<file path="config.mk">
export PLATFORM = sky130hd
export DESIGN_NAME = kf6845_vram_arbiter
export DESIGN_NICKNAME = d
export VERILOG_FILES = /design/src/rtl/kf6845_vram_arbiter.sv
export SDC_FILE = /design/constraint.sdc
export NUM_CORES = 1
export LEC_CHECK = 0
export BUFFER_PORTS_ARGS = -buffer_cell sky130_fd_sc_hd__buf_2
export CELL_PAD_IN_SITES_DETAIL_PLACEMENT = 2
export CELL_PAD_IN_SITES_GLOBAL_PLACEMENT = 2
export CORE_ASPECT_RATIO = 1.5
export CORE_MARGIN = 2
export CORE_UTILIZATION = 26
export CTS_CLUSTER_SIZE = 14
export DETAILED_ROUTE_END_ITERATION = 10
export PLACE_DENSITY = 0.79
export SETUP_SLACK_MARGIN = 0.1
export SYNTH_ARGS = -nofsm -noshare
export SYNTH_HDL_FRONTEND = slang
export SYNTH_SLANG_ARGS = --single-unit
</file>
<file path="constraint.sdc">
create_clock -name clock -period 2.4 [get_ports clock]
set_clock_uncertainty 0.2 [all_clocks]
set_input_delay 0.72 -clock clock [delete_from_list [all_inputs] [get_ports clock]]
set_output_delay 0.72 -clock clock [all_outputs]
set_load 0.02 [all_outputs]
</file>
<file path="src/rtl/kf6845_vram_arbiter.sv">
// kf6845_vram_arbiter
// Time-multiplexes one single-port synchronous video RAM between the KF6845
// refresh fetch (character code + attribute per character period) and a CPU
// access port. Video slots always win; the CPU gets every other cycle.
// RAM read data arrives one cycle after the address, so completion is steered
// by a one-deep issue tag registered at the end of each issue cycle.

`timescale 1ns/1ps

module kf6845_vram_arbiter #(
    parameter int MA_WIDTH         = 14,
    parameter int DATA_WIDTH       = 8,
    parameter int BLANK_CPU_ACCESS = 1
) (
    input  logic                  clock,
    input  logic                  reset_n,
    input  logic                  video_clock_enable,
    input  logic [MA_WIDTH-1:0]   crtc_ma,
    input  logic                  crtc_de,
    input  logic                  cpu_req,
    input  logic                  cpu_we,
    input  logic [MA_WIDTH:0]     cpu_addr,
    input  logic [DATA_WIDTH-1:0] cpu_wdata,
    output logic                  cpu_ack,
    output logic [DATA_WIDTH-1:0] cpu_rdata,
    output logic [MA_WIDTH:0]     vram_addr,
    output logic                  vram_we,
    output logic [DATA_WIDTH-1:0] vram_wdata,
    input  logic [DATA_WIDTH-1:0] vram_rdata,
    output logic [DATA_WIDTH-1:0] char_code,
    output logic [DATA_WIDTH-1:0] attr_code,
    output logic                  fetch_valid
);

    // What the RAM is doing on behalf of whom in the previous cycle.
    typedef enum logic [1:0] {
        TAG_NONE = 2'd0,
        TAG_CHAR = 2'd1,
        TAG_ATTR = 2'd2,
        TAG_CPU  = 2'd3
    } tag_t;

    localparam logic [1:0] PHASE_CHAR = 2'd0;
    localparam logic [1:0] PHASE_ATTR = 2'd1;
    localparam logic [1:0] PHASE_LAST = 2'd3;

    // Character-period state
    logic [1:0]            phase_r;
    logic                  de_lat_r;

    // Cleared by reset and set on the first clock after release, so nothing
    // (in particular no write strobe) reaches the RAM while reset is active.
    logic                  armed_r;

    // Issue pipeline (one deep)
    tag_t                  tag_r;
    logic                  tag_we_r;
    logic [MA_WIDTH:0]     addr_hold_r;
    logic [DATA_WIDTH-1:0] wdata_hold_r;

    // Completion holding registers
    logic [DATA_WIDTH-1:0] cpu_rdata_hold_r;
    logic [DATA_WIDTH-1:0] char_hold_r;
    logic [DATA_WIDTH-1:0] attr_hold_r;

    // Slot decisions for the current cycle
    logic                  video_allowed_s;
    logic                  char_slot_s;
    logic                  attr_slot_s;
    logic                  cpu_slot_s;
    tag_t                  next_tag_s;

    // Slot decode: video slots in phases 0/1 when displaying, CPU otherwise.
    always_comb begin
        if (BLANK_CPU_ACCESS == 0) begin
            video_allowed_s = 1'b1;
        end else begin
            video_allowed_s = de_lat_r;
        end
        char_slot_s = armed_r && video_allowed_s && (phase_r == PHASE_CHAR);
        attr_slot_s = armed_r && video_allowed_s && (phase_r == PHASE_ATTR);
        // The ack cycle blocks re-issue so a held request is not served twice.
        cpu_slot_s  = armed_r && !char_slot_s && !attr_slot_s && cpu_req
                      && (tag_r != TAG_CPU);
    end

    // RAM port mux; idle cycles keep the last address and never write.
    always_comb begin
        next_tag_s = TAG_NONE;
        vram_addr  = addr_hold_r;
        vram_we    = 1'b0;
        vram_wdata = wdata_hold_r;
        if (char_slot_s) begin
            next_tag_s = TAG_CHAR;
            vram_addr  = {crtc_ma, 1'b0};
        end else if (attr_slot_s) begin
            next_tag_s = TAG_ATTR;
            vram_addr  = {crtc_ma, 1'b1};
        end else if (cpu_slot_s) begin
            next_tag_s = TAG_CPU;
            vram_addr  = cpu_addr;
            vram_we    = cpu_we;
            vram_wdata = cpu_wdata;
        end else begin
            next_tag_s = TAG_NONE;
        end
    end

    // Phase counter restarts on every strobe and saturates at 3; DE is latched
    // once per character period at the edge entering phase 0.
    always_ff @(posedge clock or negedge reset_n) begin
        if (!reset_n) begin
            phase_r  <= PHASE_LAST;
            de_lat_r <= 1'b0;
        end else if (video_clock_enable) begin
            phase_r  <= PHASE_CHAR;
            de_lat_r <= crtc_de;
        end else if (phase_r != PHASE_LAST) begin
            phase_r  <= phase_r + 2'd1;
        end else begin
            phase_r  <= phase_r;
        end
    end

    // Arms the issue logic one clock after reset release.
    always_ff @(posedge clock or negedge reset_n) begin
        if (!reset_n) begin
            armed_r <= 1'b0;
        end else begin
            armed_r <= 1'b1;
        end
    end

    // Registers the issue tag and the address/data last presented to the RAM.
    always_ff @(posedge clock or negedge reset_n) begin
        if (!reset_n) begin
            tag_r        <= TAG_NONE;
            tag_we_r     <= 1'b0;
            addr_hold_r  <= {(MA_WIDTH + 1){1'b0}};
            wdata_hold_r <= {DATA_WIDTH{1'b0}};
        end else begin
            tag_r    <= next_tag_s;
            tag_we_r <= cpu_slot_s && cpu_we;
            if (next_tag_s != TAG_NONE) begin
                addr_hold_r <= vram_addr;
            end else begin
                addr_hold_r <= addr_hold_r;
            end
            if (cpu_slot_s) begin
                wdata_hold_r <= cpu_wdata;
            end else begin
                wdata_hold_r <= wdata_hold_r;
            end
        end
    end

    // Captures returning RAM data according to the tag of the completing access.
    always_ff @(posedge clock or negedge reset_n) begin
        if (!reset_n) begin
            cpu_rdata_hold_r <= {DATA_WIDTH{1'b0}};
            char_hold_r      <= {DATA_WIDTH{1'b0}};
            attr_hold_r      <= {DATA_WIDTH{1'b0}};
        end else begin
            case (tag_r)
                TAG_CHAR: char_hold_r <= vram_rdata;
                TAG_ATTR: attr_hold_r <= vram_rdata;
                TAG_CPU: begin
                    if (!tag_we_r) begin
                        cpu_rdata_hold_r <= vram_rdata;
                    end else begin
                        cpu_rdata_hold_r <= cpu_rdata_hold_r;
                    end
                end
                default: begin
                    cpu_rdata_hold_r <= cpu_rdata_hold_r;
                end
            endcase
        end
    end

    // Completion outputs: strobes decode the registered tag; the data that
    // completes this cycle is forwarded so it is valid alongside its strobe.
    always_comb begin
        cpu_ack     = (tag_r == TAG_CPU);
        fetch_valid = (tag_r == TAG_ATTR);
        char_code   = char_hold_r;
        if ((tag_r == TAG_CPU) && !tag_we_r) begin
            cpu_rdata = vram_rdata;
        end else begin
            cpu_rdata = cpu_rdata_hold_r;
        end
        if (tag_r == TAG_ATTR) begin
            attr_code = vram_rdata;
        end else begin
            attr_code = attr_hold_r;
        end
    end

endmodule

</file>
==> summary.md <==
| Metric | Value |
|---|---|
| Num rows | `43` |
| Final Instance Area | `around 4700 um2` |
| Clock power share | `0.183` |
| CTS Root Cell | `clkbuf_16` |
| Slowest cell on the critical path | `dfstp_2` |
| Slew margin rel. | `0.659` |
| Fin cells | `between 500 and 600` |
| Worst-margin pin slew | `between 0.5 and 0.6 ns` |
| Avg WL per Cell | `around 22 um` |
| Area after DPL | `between 3000 and 4000 um2` |
| Int Pwr | `a little over 3000 uW` |
| Multiplexer area fraction after synthesis | `0.199` |
| Nets | `approximately 450` |
| Slew Limit Fails | `0` |
| Starting Density | `0.268` |
| Critical path's top delay family | `flip-flops` |
| Post-Synth XOR/XNOR Area | `0.00351` |
| Number of global-route vias before repair | `2896` |
| 1st-pass router iterations | `4` |
| Deepest clock path buffer count | `2` |
| Setup ws final | `-0.587 ns` |
| Cell count of the worst reg-to-reg path | `10` |
| Comb pwr share | `0.524` |
| RR Startpoint | `phase_r[1]` |
| Hold Path Class | `in -> async` |
| CTS Buf Count | `5` |
| ANT nets after route | `0` |
| Startpoint types | `flop` |
| Synth Area in Compound Gates | `0.122` |
| Fin crit period | `about 3.0 ns` |
| Tot Pwr | `4710 uW` |
| Switching Share | `0.358` |
| WP buf/inv | `4` |
| Mapped Cells | `about 210` |
| R2R Setup Slk | `roughly 0.040 ns` |
| Detail Placement HPWL | `roughly 6.6 mm` |
| Crit path max fanout | `4` |
| Slowest stage delay, CP | `approximately 0.56 ns` |
| Max Fclk | `around 330 MHz` |
| Clk Latency, worst-skew pair | `around 0.3 ns` |
| First-pass GRT wire length | `approximately 16 mm` |
| Final hold viol count | `0` |
| Layout fillers | `921` |
| Lkg Pwr | `between 0.002 and 0.0025 uW` |
| Placer's final routability congestion estimate | `between 0.7 and 0.8` |
| Post-Synth Simple-Gate Area | `0.0837` |
| GR Overflow Total | `0` |
| CP dominant cell by count | `buf_12` |
| Cells after DPL | `473` |
| CP cell instances | `inv_4, ha_4, o211ai_4, buf_12, buf_12, nand3_4, mux2_4, buf_6` |
| Adder-cell share of the synthesized area | `0.0150` |
| Vias | `~2500` |
| Reg-to-Reg End | `wdata_hold_r[5]` |
| Iter 0 DRT Violations | `a little over 90` |
| DIE AREA | `about 10000 um2` |
| Die H | `124 um` |
| Layout cells sized above 1 | `0.705` |
| Post-synthesis sequential area ratio | `0.542` |
| Yosys top cell area share | `0.521` |
| Warnings from Yosys | `0` |
| Initial antenna violation count | `1` |
| Period utilization | `1.24` |
| Worst Setup Path Type | `reg -> out` |
| P per Cell Area | `about 1000 nW/um2` |
| Synthesized area | `around 2500 um2` |
| Leading cell types in the layout, fill and taps excluded | `buf_4 (76), buf_2 (63), dfrtp_1 (50), buf_6 (38), mux2_4 (26)` |
| Outcome | `finished with violations` |
| Most common cell after layout, fill and taps aside | `buf_4` |
| Vias/cell | `between 4 and 5` |
| Clock Pin Slew Worst Setup and Hold Paths | `~0.070 ns` |
| TNS Setup | `-15.37 ns` |
| Total track usage | `0.207` |
| P_sw | `1690 uW` |
| CTS tree | `yes` |
| Reg power frac | `0.293` |
| Clk sink count | `54` |
| RSZ-0062 raised after global routing | `yes` |
| Number of max-cap violations | `0` |
| Final setup fails | `40` |
| H-Tree Level Count | `2` |
| Area delta synth->final | `88.1%` |
| Chip width | `between 80 and 90 um` |
| Post-Syn Nets | `between 200 and 300` |
| Top cells by area, synth | `dfrtp_1 (52%), mux2_2 (15%), a31oi_1 (7.5%)` |
| CP arrival | `about 2.1 ns` |
| Largest family of logic cells by synthesized area | `multiplexers` |
| Library cells used by synthesis | `25` |
| Worst setup EP type | `output port` |
| Failing checks | `negative setup slack` |
| Core box area | `slightly above 9000 um2` |
| WL final | `between 10 and 15 mm` |
| Synth Register Bits | `54` |
| Worst EP required | `1.48 ns` |
| Residual DRC | `0` |
| Port bufs | `100` |
| Largest area contributor in the netlist | `dfrtp_1` |
| Synth Area per Inst | `about 12 um2` |
| I/O pin cnt | `101` |
| Peak supply drop | `464 uV` |
| Largest net degree at the start of global routing | `55` |
## logic make-up after synthesis
group                      Yosys count
xor gates and xnor gates             1
other                                1
buffers and inverters               18
adders and majority gates            3
and+or+nand+nor                     43
AOI/OAI and AO/OA                   49
muxes                               42
DFF                                 54
## layout make-up
cell class                 count  area, um2  area share
sequential                    54       1360       0.289
clock buffer                   5        125      0.0267
tap                          112        140      0.0299
inverter                       5       21.3     0.00453
clock inverter                 3       47.5      0.0101
timing repair buffer         186       1520       0.324
multi-input combinational    140       1480       0.315
antenna                        1       2.50    0.000533
## power groups by stage
stage	clock network [uW]	logic [uW]	registers [uW]
floorplan	0	1070	1380
CTS	865	2280	1360
finish	862	2470	1380
global route	911	2610	1410
detailed placement	0	1820	1350
global placement	0	1760	1320
## per-layer routing
layer | GRT usage | share of wire
met5 | 0 | 0
met4 | 0.0534 | 0.031
met3 | 0.0232 | 0.023
met2 | 0.439 | 0.59
met1 | 0.209 | 0.35
## synthesized netlist by cell type, drive strengths merged
| cell | n |
|---|---|
| dfrtp | 52 |
| mux2 | 41 |
| a31oi | 30 |
| nand3 | 18 |
| nor2 | 18 |
| o21ai | 15 |
| clkbuf | 8 |
| buf | 5 |
| inv | 5 |
| ha | 3 |
| nand2b | 3 |
| dfstp | 2 |
| nand2 | 2 |
| a21bo | 1 |
| a21boi | 1 |
| a221oi | 1 |
| and2 | 1 |
| and3 | 1 |
| conb | 1 |
| mux2i | 1 |
| o211ai | 1 |
| xor2 | 1 |
## worst max-delay path by stage
stage | startpoint | endpoint | slack, ns | cells after the start
floorplan | phase_r[1] | vram_wdata[0] | -0.09 | 5
global placement | cpu_req | vram_addr[5] | -0.32 | 6
detailed placement | cpu_req | vram_addr[10] | -0.38 | 6
CTS | phase_r[1] | vram_addr[8] | -0.55 | 8
global route | phase_r[1] | vram_wdata[7] | -0.66 | 8
finish | phase_r[1] | vram_wdata[7] | -0.59 | 8
## metrics by stage
step           setup WS (ns)   util  hold WS, ns
2_1_floorplan        -0.0927      -        0.224
3_3_place_gp          -0.324  0.415        0.277
3_5_place_dp          -0.384  0.415        0.282
4_1_cts               -0.555  0.486        0.241
5_1_grt               -0.659  0.504        0.227
6_report              -0.587  0.504        0.211
## worst reg2reg max path, cell delays in order (launching register included)
cell and delay (ns):
dfstp_2 0.56, inv_4 0.05, ha_4 0.16, o211ai_4 0.21
buf_12 0.16, buf_12 0.10, nand3_4 0.08, buf_4 0.15
buf_4 0.15, buf_4 0.14, mux2_4 0.29
## flip-flops by register name, summed over array words and instances (netlist names)
register          count
char_code             8
addr_hold_r          15
tag_we_r              1
wdata_hold_r          8
de_lat_r              1
tag_r                 2
cpu_rdata_hold_r      8
armed_r               1
phase_r               2
attr_hold_r           8
## repair_timing
item                       in CTS  in global routing
cloned                          3                  0
setup endpoints to repair      40                 40
hold buffers                    0                  0
gates resized for setup        90                 26
pin swaps                       6                  1
buffers inserted               12                 11
No activity file was read; power rests on OpenSTA's default activity.
